<file path="src/rtl/cnn_pkg.sv">
// Shared constants, state encoding and helpers for the CNN MAC datapath.
package cnn_pkg;

   localparam int DATA_W = 8;
   localparam int ACC_W  = 12;
   localparam int PROD_W = 2 * DATA_W;
   localparam int K_MAX  = 16;

   // Window sequencing of the MAC bank.
   typedef enum logic [1:0] {
      ACCUM = 2'd0,
      DRAIN = 2'd1,
      DONE  = 2'd2
   } mac_state_t;

   // Scaled lane term: upper byte of the unsigned 8x8 product, truncated.
   function automatic logic [DATA_W-1:0] scaled_term(input logic [DATA_W-1:0] d,
                                                      input logic [DATA_W-1:0] w);
      logic [PROD_W-1:0] p;
      p = PROD_W'(d) * PROD_W'(w);
      return p[PROD_W-1 -: DATA_W];
   endfunction

endpackage

</file>
<file path="src/rtl/mac_lane.sv">
// One MAC lane: multiply, truncate to the upper byte, register the term,
// then add it into a 12-bit accumulator. clr empties both stages.
module mac_lane
   import cnn_pkg::*;
(
   input  logic              clk,
   input  logic              rst,
   input  logic              en,
   input  logic              clr,
   input  logic [DATA_W-1:0] data,
   input  logic [DATA_W-1:0] weight,
   output logic [ACC_W-1:0]  acc
);

   logic [DATA_W-1:0] term_r;
   logic              p_valid;

   // Stage 1: capture the scaled term on an accepted beat; p_valid marks it for stage 2.
   always_ff @(posedge clk) begin
      if (rst || clr) begin
         term_r  <= '0;
         p_valid <= 1'b0;
      end else begin
         p_valid <= en;
         if (en) begin
            term_r <= scaled_term(data, weight);
         end
      end
   end

   // Stage 2: fold the registered term into the accumulator; K <= 16 keeps it below 4096.
   always_ff @(posedge clk) begin
      if (rst || clr) begin
         acc <= '0;
      end else if (p_valid) begin
         acc <= acc + ACC_W'(term_r);
      end
   end

endmodule

</file>
<file path="src/rtl/mac_bank.sv">
// Bank of N MAC lanes sharing one window FSM.
// Handshake: a beat transfers on a rising edge where in_valid && in_ready;
// a result transfers on a rising edge where out_valid && out_ready. in_ready
// is only high in ACCUM, out_valid only in DONE, so they never overlap.
module mac_bank
   import cnn_pkg::*;
#(
   parameter int N = 9,
   parameter int K = 9
) (
   input  logic              clk,
   input  logic              rst,
   input  logic              in_valid,
   output logic              in_ready,
   input  logic [DATA_W-1:0] data     [0:N-1],
   input  logic [DATA_W-1:0] weight   [0:N-1],
   output logic [ACC_W-1:0]  mac_outs [0:N-1],
   output logic              out_valid,
   input  logic              out_ready
);

   localparam int CNT_W = (K > 1) ? $clog2(K) : 1;
   localparam logic [CNT_W-1:0] LAST_BEAT = CNT_W'(K - 1);

   if (K < 1 || K > K_MAX || N < 1) begin : g_bad_param
      $error("mac_bank: illegal parameters N=%0d K=%0d", N, K);
   end

   // state is kept as a named signal so checkers can bind to it directly.
   mac_state_t       state;
   mac_state_t       state_next;
   logic [CNT_W-1:0] beat_cnt;
   logic             accept;
   logic             last_beat;
   logic             clr;

   assign last_beat = (beat_cnt == LAST_BEAT);

   // Window state register.
   always_ff @(posedge clk) begin
      if (rst) begin
         state <= ACCUM;
      end else begin
         state <= state_next;
      end
   end

   // Next-state and handshake decode; in_ready is held low while rst is asserted.
   always_comb begin
      state_next = state;
      in_ready   = 1'b0;
      out_valid  = 1'b0;
      accept     = 1'b0;
      clr        = 1'b0;
      case (state)
         ACCUM: begin
            in_ready = !rst;
            accept   = in_valid && !rst;
            if (accept && last_beat) begin
               state_next = DRAIN;
            end
         end
         DRAIN: begin
            state_next = DONE;
         end
         DONE: begin
            out_valid = 1'b1;
            if (out_ready) begin
               clr        = 1'b1;
               state_next = ACCUM;
            end
         end
         default: begin
            state_next = ACCUM;
         end
      endcase
   end

   // Beat counter: advances only on accepted beats and wraps after beat K.
   always_ff @(posedge clk) begin
      if (rst) begin
         beat_cnt <= '0;
      end else if (accept) begin
         if (last_beat) begin
            beat_cnt <= '0;
         end else begin
            beat_cnt <= beat_cnt + CNT_W'(1);
         end
      end
   end

   for (genvar i = 0; i < N; i++) begin : g_lane
      mac_lane u_lane (
         .clk    (clk),
         .rst    (rst),
         .en     (accept),
         .clr    (clr),
         .data   (data[i]),
         .weight (weight[i]),
         .acc    (mac_outs[i])
      );
   end

endmodule

</file>
<file path="config.mk">
export PLATFORM = sky130hd
export DESIGN_NAME = mac_bank
export DESIGN_NICKNAME = d
export VERILOG_FILES = /design/src/rtl/cnn_pkg.sv /design/src/rtl/mac_lane.sv /design/src/rtl/mac_bank.sv
export SDC_FILE = /design/constraint.sdc
export NUM_CORES = 1
export LEC_CHECK = 0
export ABC_AREA = 1
export BUFFER_PORTS_ARGS = -buffer_cell sky130_fd_sc_hd__buf_2
export CAP_MARGIN = 20
export CORE_MARGIN = 4
export CORE_UTILIZATION = 45
export DETAILED_ROUTE_END_ITERATION = 10
export HOLD_SLACK_MARGIN = 0.06
export PLACE_DENSITY = 0.6
export SLEW_MARGIN = 20
export SYNTH_ARGS = -nofsm -noshare
export SYNTH_HDL_FRONTEND = slang
export SYNTH_SLANG_ARGS = --single-unit
export TNS_END_PERCENT = 20
</file>
<file path="constraint.sdc">
create_clock -name clk -period 4.85 [get_ports clk]
set_input_delay 0 -clock clk [delete_from_list [all_inputs] [get_ports clk]]
set_output_delay 0 -clock clk [all_outputs]
set_load 0.02 [all_outputs]
</file>
Yosys cells after proc, flatten, opt, wreduce, memory -nomap -nowiden. Index checks and enable logic that the tools add are counted.

Logic and storage cells: 60. Flip-flop bits (word level): 187. Bits of input ports: 148. Output and inout port bits: 110.

Mux-type cells: 9. Equal/unequal tests: 5. Add/subtract/negate cells: 10. Multipliers: 9. Reduce and logical (&&, ||, !) cells: 6.

Operators by type and width (count): 8-bit by 8-bit multiplier with 16-bit output (9); 12-bit by 8-bit adder with 12-bit output (9); 2-bit case mux with 3 select lines (1); 1-bit two-way mux (5); 4-bit by 1-bit adder with 4-bit output, second input constant (1); 4-bit equality test, second input constant (1); 2-bit two-way mux (2); 4-bit two-way mux (1); 2-bit inequality test, second input constant (2); 2-bit by 1-bit equality test with 1-bit output, second input constant (1); 2-bit equality test, second input constant (1); 1-bit logical AND (2); 2-bit zero test (1); 2-bit AND reduction (1); 1-bit zero test (1); 1-bit logical OR (1).

Depth between registers and ports, before layout.
Depth after elaboration: 5. Mapped depth: 22. Depth with buffers taken out: 21.

By module. From an unflattened synthesis, not the netlist that was laid out.

Cells, all modules: 4599. Area total of the unflattened synthesis: 30681.9 um2.

Modules (own cells, without submodules): mac_lane at g_lane[1].u_lane ... (cells each 521, area each 3415.8 um2, times used 3); mac_lane at g_lane[4].u_lane ... (cells each 506, area each 3372.0 um2, times used 2); mac_lane at g_lane[7].u_lane ... (cells each 495, area each 3340.7 um2, times used 2); mac_lane at g_lane[6].u_lane (cells each 495, area each 3330.7 um2, times used 1); mac_lane at g_lane[0].u_lane (cells each 490, area each 3321.9 um2, times used 1); mac_bank (cells each 49, area each 356.6 um2, times used 1).

Least setup slack after synthesis. Ideal clock, no wire load.

Kind: input to register. From: in weight[34] (netlist name). To: reg g_lane[4].u_lane.term_r[6]. Stages on the path: 18. Setup time: 0.109 ns. Path slack: 1.281 ns. Buffers on the path: 1. Arrival: 3.460 ns. Cell sequence: clkbuf_1 nand2_1 fa_1 fa_1 inv_1 fa_1 inv_1 fa_1 inv_1 ha_1 a21oi_1 o21ai_0 a21oi_1 nand2_1 nand2_1 nand3_1 nand2_1 inv_1.

Cells in the longest elaborated chain, start to end: 1.

Ends and longest elaborated chain: from (decl) (line mac_bank.sv:16) `input logic [DATA_W-1:0] weight [0:N-1],`; 8-bit by 8-bit multiplier with 16-bit output (line cnn_pkg.sv:20) `p = PROD_W'(d) * PROD_W'(w);`; to (signal assigned) (line mac_lane.sv:26) `term_r <= scaled_term(data, weight);`; to (decl) (line mac_lane.sv:15) `logic [DATA_W-1:0] term_r;`.

Every way passes these cells. A chain may end at the register's enable or synchronous reset.

Worst setup path in the final report.
From: in weight[26] (netlist name). To: reg g_lane[5].u_lane.term_r[7].

Cells in the longest elaborated chain, start to end: 1.

Ends and longest elaborated chain (line): 8-bit by 8-bit multiplier with 16-bit output (cnn_pkg.sv:20); to (signal assigned) (mac_lane.sv:26); to (decl) (mac_lane.sv:15).

Every way passes these cells.

==> impl_metrics.sql <==
INSERT INTO impl_metrics (metric_group, metric, value, unit) VALUES
('outcome', 'result_of_the_run', 'complete, no violations', ''),
('timing', 'timing.final.crit_share', '68.2', '%'),
('cells_and_area', 'share_of_post_route_cells_with_drive_strength_above_1', '7.57', '%'),
('place', 'place_congestion', '0.898', ''),
('worst_setup_path', 'worst-setup-path-type', 'input pin to register', ''),
('clock_tree', 'postCtsSetupBuffers', '0', ''),
('synthesis', 'synth-edff-count', '0', ''),
('worst_setup_path', 'critical_path.endpoint_type', 'register', ''),
('synthesis', 'ys_ff_latch', '187', ''),
('clock_tree', 'cts.reportedPaths.clkPinSlew', '70', 'ps'),
('timing', 'finalHoldWorstSlack', '184', 'ps'),
('clock_tree', 'clock_tree.buffer_depth', '2', ''),
('synthesis', 'cell_types_occupying_the_most_area_after_synthesis', 'sky130_fd_sc_hd__fa_1 21%, sky130_fd_sc_hd__ha_1 15%, sky130_fd_sc_hd__nand2_1 15%', ''),
('synthesis', 'post_synth_inst_count', '4537', ''),
('synthesis', 'dominantRegCellSynth', 'sky130_fd_sc_hd__dfxtp_1', ''),
('detailed_routing', 'post_drt_via_cell_ratio', '4.76', ''),
('worst_setup_path', 'arrival', '3670', 'ps'),
('clock_tree', 'tritoncts', 'done', ''),
('timing', 'timing.clock.skew', '9.09', 'ps'),
('synthesis', 'post_synth_most_frequent_cells', '1,181 x sky130_fd_sc_hd__nand2_1, 1,130 x sky130_fd_sc_hd__inv_1, 381 x sky130_fd_sc_hd__nor2_1', ''),
('cells_and_area', 'antenna-diode-count', '0', ''),
('timing', 'setup-tns-final', '0', 'ps'),
('power_and_ir_drop', 'powerDensity', '303', 'nW/um^2'),
('floorplan', 'initial_utilization', '45.7', '%'),
('worst_hold_path', 'min-delay-path-class', 'input pin to register', ''),
('timing', 'rsz0062_at_grt', 'false', ''),
('detailed_routing', 'dr_wl_cell', '13.1', 'microns'),
('timing', 'relative_slew_margins', '38.0', '%'),
('timing', 'worst_slack', '1540', 'ps'),
('cells_and_area', 'layout-area-overhead-vs-synth', '7.59', '%'),
('synthesis', 'yosysSeqAreaShare', '12.4', '%'),
('global_route', 'global_route.usage.total', '20.8', '%'),
('worst_setup_path', 'crit_path_launch_type', 'input pin', ''),
('timing', 'slew_at_the_pin_with_the_worst_max_slew_slack', '929', 'ps'),
('synthesis', 'average_footprint_of_a_synthesized_cell', '6.66', 'sq um'),
('detailed_routing', 'drt-initial-drc-count', '1294', ''),
('worst_setup_path', 'cp_cell_sequence', 'buf_2 > nand2_1 > inv_1 > fa_1 > fa_1 > fa_1 > inv_1 > fa_1 > inv_1 > ha_1 > nand2_1 > o21ai_0 > a21oi_1 > nand3_1 > nand2_1 > nor2_1 > nor2_1', ''),
('synthesis', 'async_flop_share', '0', '%'),
('clock_tree', 'root_buffer', 'sky130_fd_sc_hd__clkbuf_16', ''),
('floorplan', 'floorplan.io_pins', '258', ''),
('synthesis', 'top_count_cell_post_synth', 'sky130_fd_sc_hd__nand2_1', ''),
('synthesis', 'netlist.top_cell.by_area', 'sky130_fd_sc_hd__fa_1', ''),
('floorplan', 'horizontal_die_dimension', '267', 'microns'),
('detailed_routing', 'routed_antenna_nets', '0', ''),
('place', 'dp_worst_setup_slack', '1080', 'ps'),
('global_route', 'grt_max_degree', '90', ''),
('detailed_routing', 'routed_vias', '26300', ''),
('synthesis', 'netlist.area_leader.share', '21.5', '%'),
('place', 'detailedPlacementHpwl', '60.0', 'mm'),
('power_and_ir_drop', 'static-leakage-power', '0.0207', 'uW'),
('clock_tree', 'clk-insertion-delay-late', '470', 'ps'),
('synthesis', 'postSynthNetCount', '5380', ''),
('worst_setup_path', 'worst_path_max_stage_delay', '530', 'ps'),
('global_route', 'grt_antenna_before_repair', '0', ''),
('worst_setup_path', 'crit_top_cell', 'sky130_fd_sc_hd__fa_1', ''),
('floorplan', 'placeableCoreArea', '66100', 'sq um'),
('synthesis', 'synth_cell_types', '41', ''),
('detailed_routing', 'detail_route.drc_violations', '0', ''),
('worst_setup_path', 'critPathBufInv', '4', ''),
('cells_and_area', 'final_core_utilization', '49.1', '%'),
('worst_setup_path', 'critical_path.top_delay_family', 'adder cells', ''),
('detailed_routing', 'drt-pass1-iter-count', '6', ''),
('synthesis', 'yosys_warnings', '0', ''),
('cells_and_area', 'fill_cells', '6879', ''),
('floorplan', 'die_h', '267', 'microns'),
('clock_tree', 'clock_sink_count', '187', ''),
('detailed_routing', 'detail_route.wirelength', '72.5', 'mm'),
('clock_tree', 'cts_made_buffers', '17', ''),
('floorplan', 'fp.dieArea', '71300', 'sq um'),
('flow_run', 'drv.max_cap_violation_count', '0', ''),
('timing', 'max_freq', '0.302', 'GHz');
## path summary, 6_finish.rpt
kind,end,startpoint,cells past startpoint,slack (ps)
worst max-delay path,g_lane[5].u_lane.term_r[7]$_SDFFE_PP0P_,weight[26],17,1540
worst min-delay path,g_lane[6].u_lane.term_r[0]$_SDFFE_PP0P_,data[16],8,180
worst min register to register,g_lane[4].u_lane.acc[0]$_SDFFE_PP0P_,g_lane[4].u_lane.acc[0]$_SDFFE_PP0P_,2,480
worst max register to register,g_lane[7].u_lane.acc[2]$_SDFFE_PP0P_,state[0]$_SDFFE_PP0P_,7,1990
## layout by cell type (no fill, tap or decap), types with 7 or more instances in the layout
master / instances
sky130_fd_sc_hd__dfxtp_1: 186
sky130_fd_sc_hd__nor4_1: 14
sky130_fd_sc_hd__nand3_1: 235
sky130_fd_sc_hd__nand2_2: 18
sky130_fd_sc_hd__clkbuf_16: 17
sky130_fd_sc_hd__nor2_1: 381
sky130_fd_sc_hd__nand4_1: 27
sky130_fd_sc_hd__or2_2: 22
sky130_fd_sc_hd__ha_1: 371
sky130_fd_sc_hd__o21bai_1: 9
sky130_fd_sc_hd__o211ai_1: 14
sky130_fd_sc_hd__o21ai_1: 9
sky130_fd_sc_hd__o21a_1: 7
sky130_fd_sc_hd__xnor2_1: 7
sky130_fd_sc_hd__fa_1: 324
sky130_fd_sc_hd__inv_1: 1129
sky130_fd_sc_hd__nor3_1: 9
sky130_fd_sc_hd__o21ai_0: 102
sky130_fd_sc_hd__nand2_1: 1181
sky130_fd_sc_hd__buf_2: 257
sky130_fd_sc_hd__xor2_1: 42
sky130_fd_sc_hd__a21oi_1: 228
## logic make-up (layout without fill, tap and decap cells)
group	count (synthesis)	in the layout	share of synthesized area, %
compound gates	391	391	6.92
xor+xnor	49	49	1.42
fa+ha+maj	695	695	36.9
buf+inv	1303	1432	16.6
flops	187	187	12.4
simple gates	1912	1912	25.8
## flip-flops by register name, summed over array words and instances, names as in the netlist
| register | flops |
|---|---|
| g_lane.u_lane.acc | 108 |
| g_lane.u_lane.term_r | 72 |
| beat_cnt | 4 |
| state | 2 |
| g_lane.u_lane.p_valid | 1 |
## power by group
part	switching (uW)	internal [uW]	leakage [uW]
Clock	633	771	0.000279
Sequential	116	1670	0.00153
Combinational	4190	2460	0.0189
Total	4940	4900	0.0207
## worst reg2reg max path: stages (launching register included)
cell,delay [ps]
sky130_fd_sc_hd__dfxtp_1,430
sky130_fd_sc_hd__nor2_2,70
sky130_fd_sc_hd__nand2_1,100
sky130_fd_sc_hd__nand2_4,420
sky130_fd_sc_hd__inv_2,1010
sky130_fd_sc_hd__buf_4,480
sky130_fd_sc_hd__o21ai_0,160
sky130_fd_sc_hd__a21oi_1,130
## layout make-up
type / instances / area (sq um) / share of cell area [%]
multi-input cells: 3047 / 21400 / 66.0
flip-flops and latches: 187 / 3750 / 11.5
clock inverters: 6 / 61.3 / 0.189
well taps: 864 / 1080 / 3.33
clock buffers: 25 / 505 / 1.56
inverters: 1132 / 4250 / 13.1
repair buffers: 269 / 1400 / 4.31
## routing by layer
metal	global-route usage, %	part of all wire [%]
met1	28.5	48
met5	0	0
met2	35.2	46
met4	3.97	1.4
met3	3.41	4.6
## timing repair
item,CTS,global route
gates resized for setup,0,0
endpoints found under the hold margin,6,0
hold buffers,5,0
## stage by stage
stage / cells / total power [uW] / instance area [sq um]
global route: 5530 / 11100 / 32500
CTS: 5530 / 9960 / 32500
finish: 5530 / 9840 / 32500
detailed placement: 5494 / 8480 / 31900
global placement: 5494 / 8440 / 31900
floorplan: 4537 / 6960 / 30200
No activity file was read; power rests on OpenSTA's default activity.
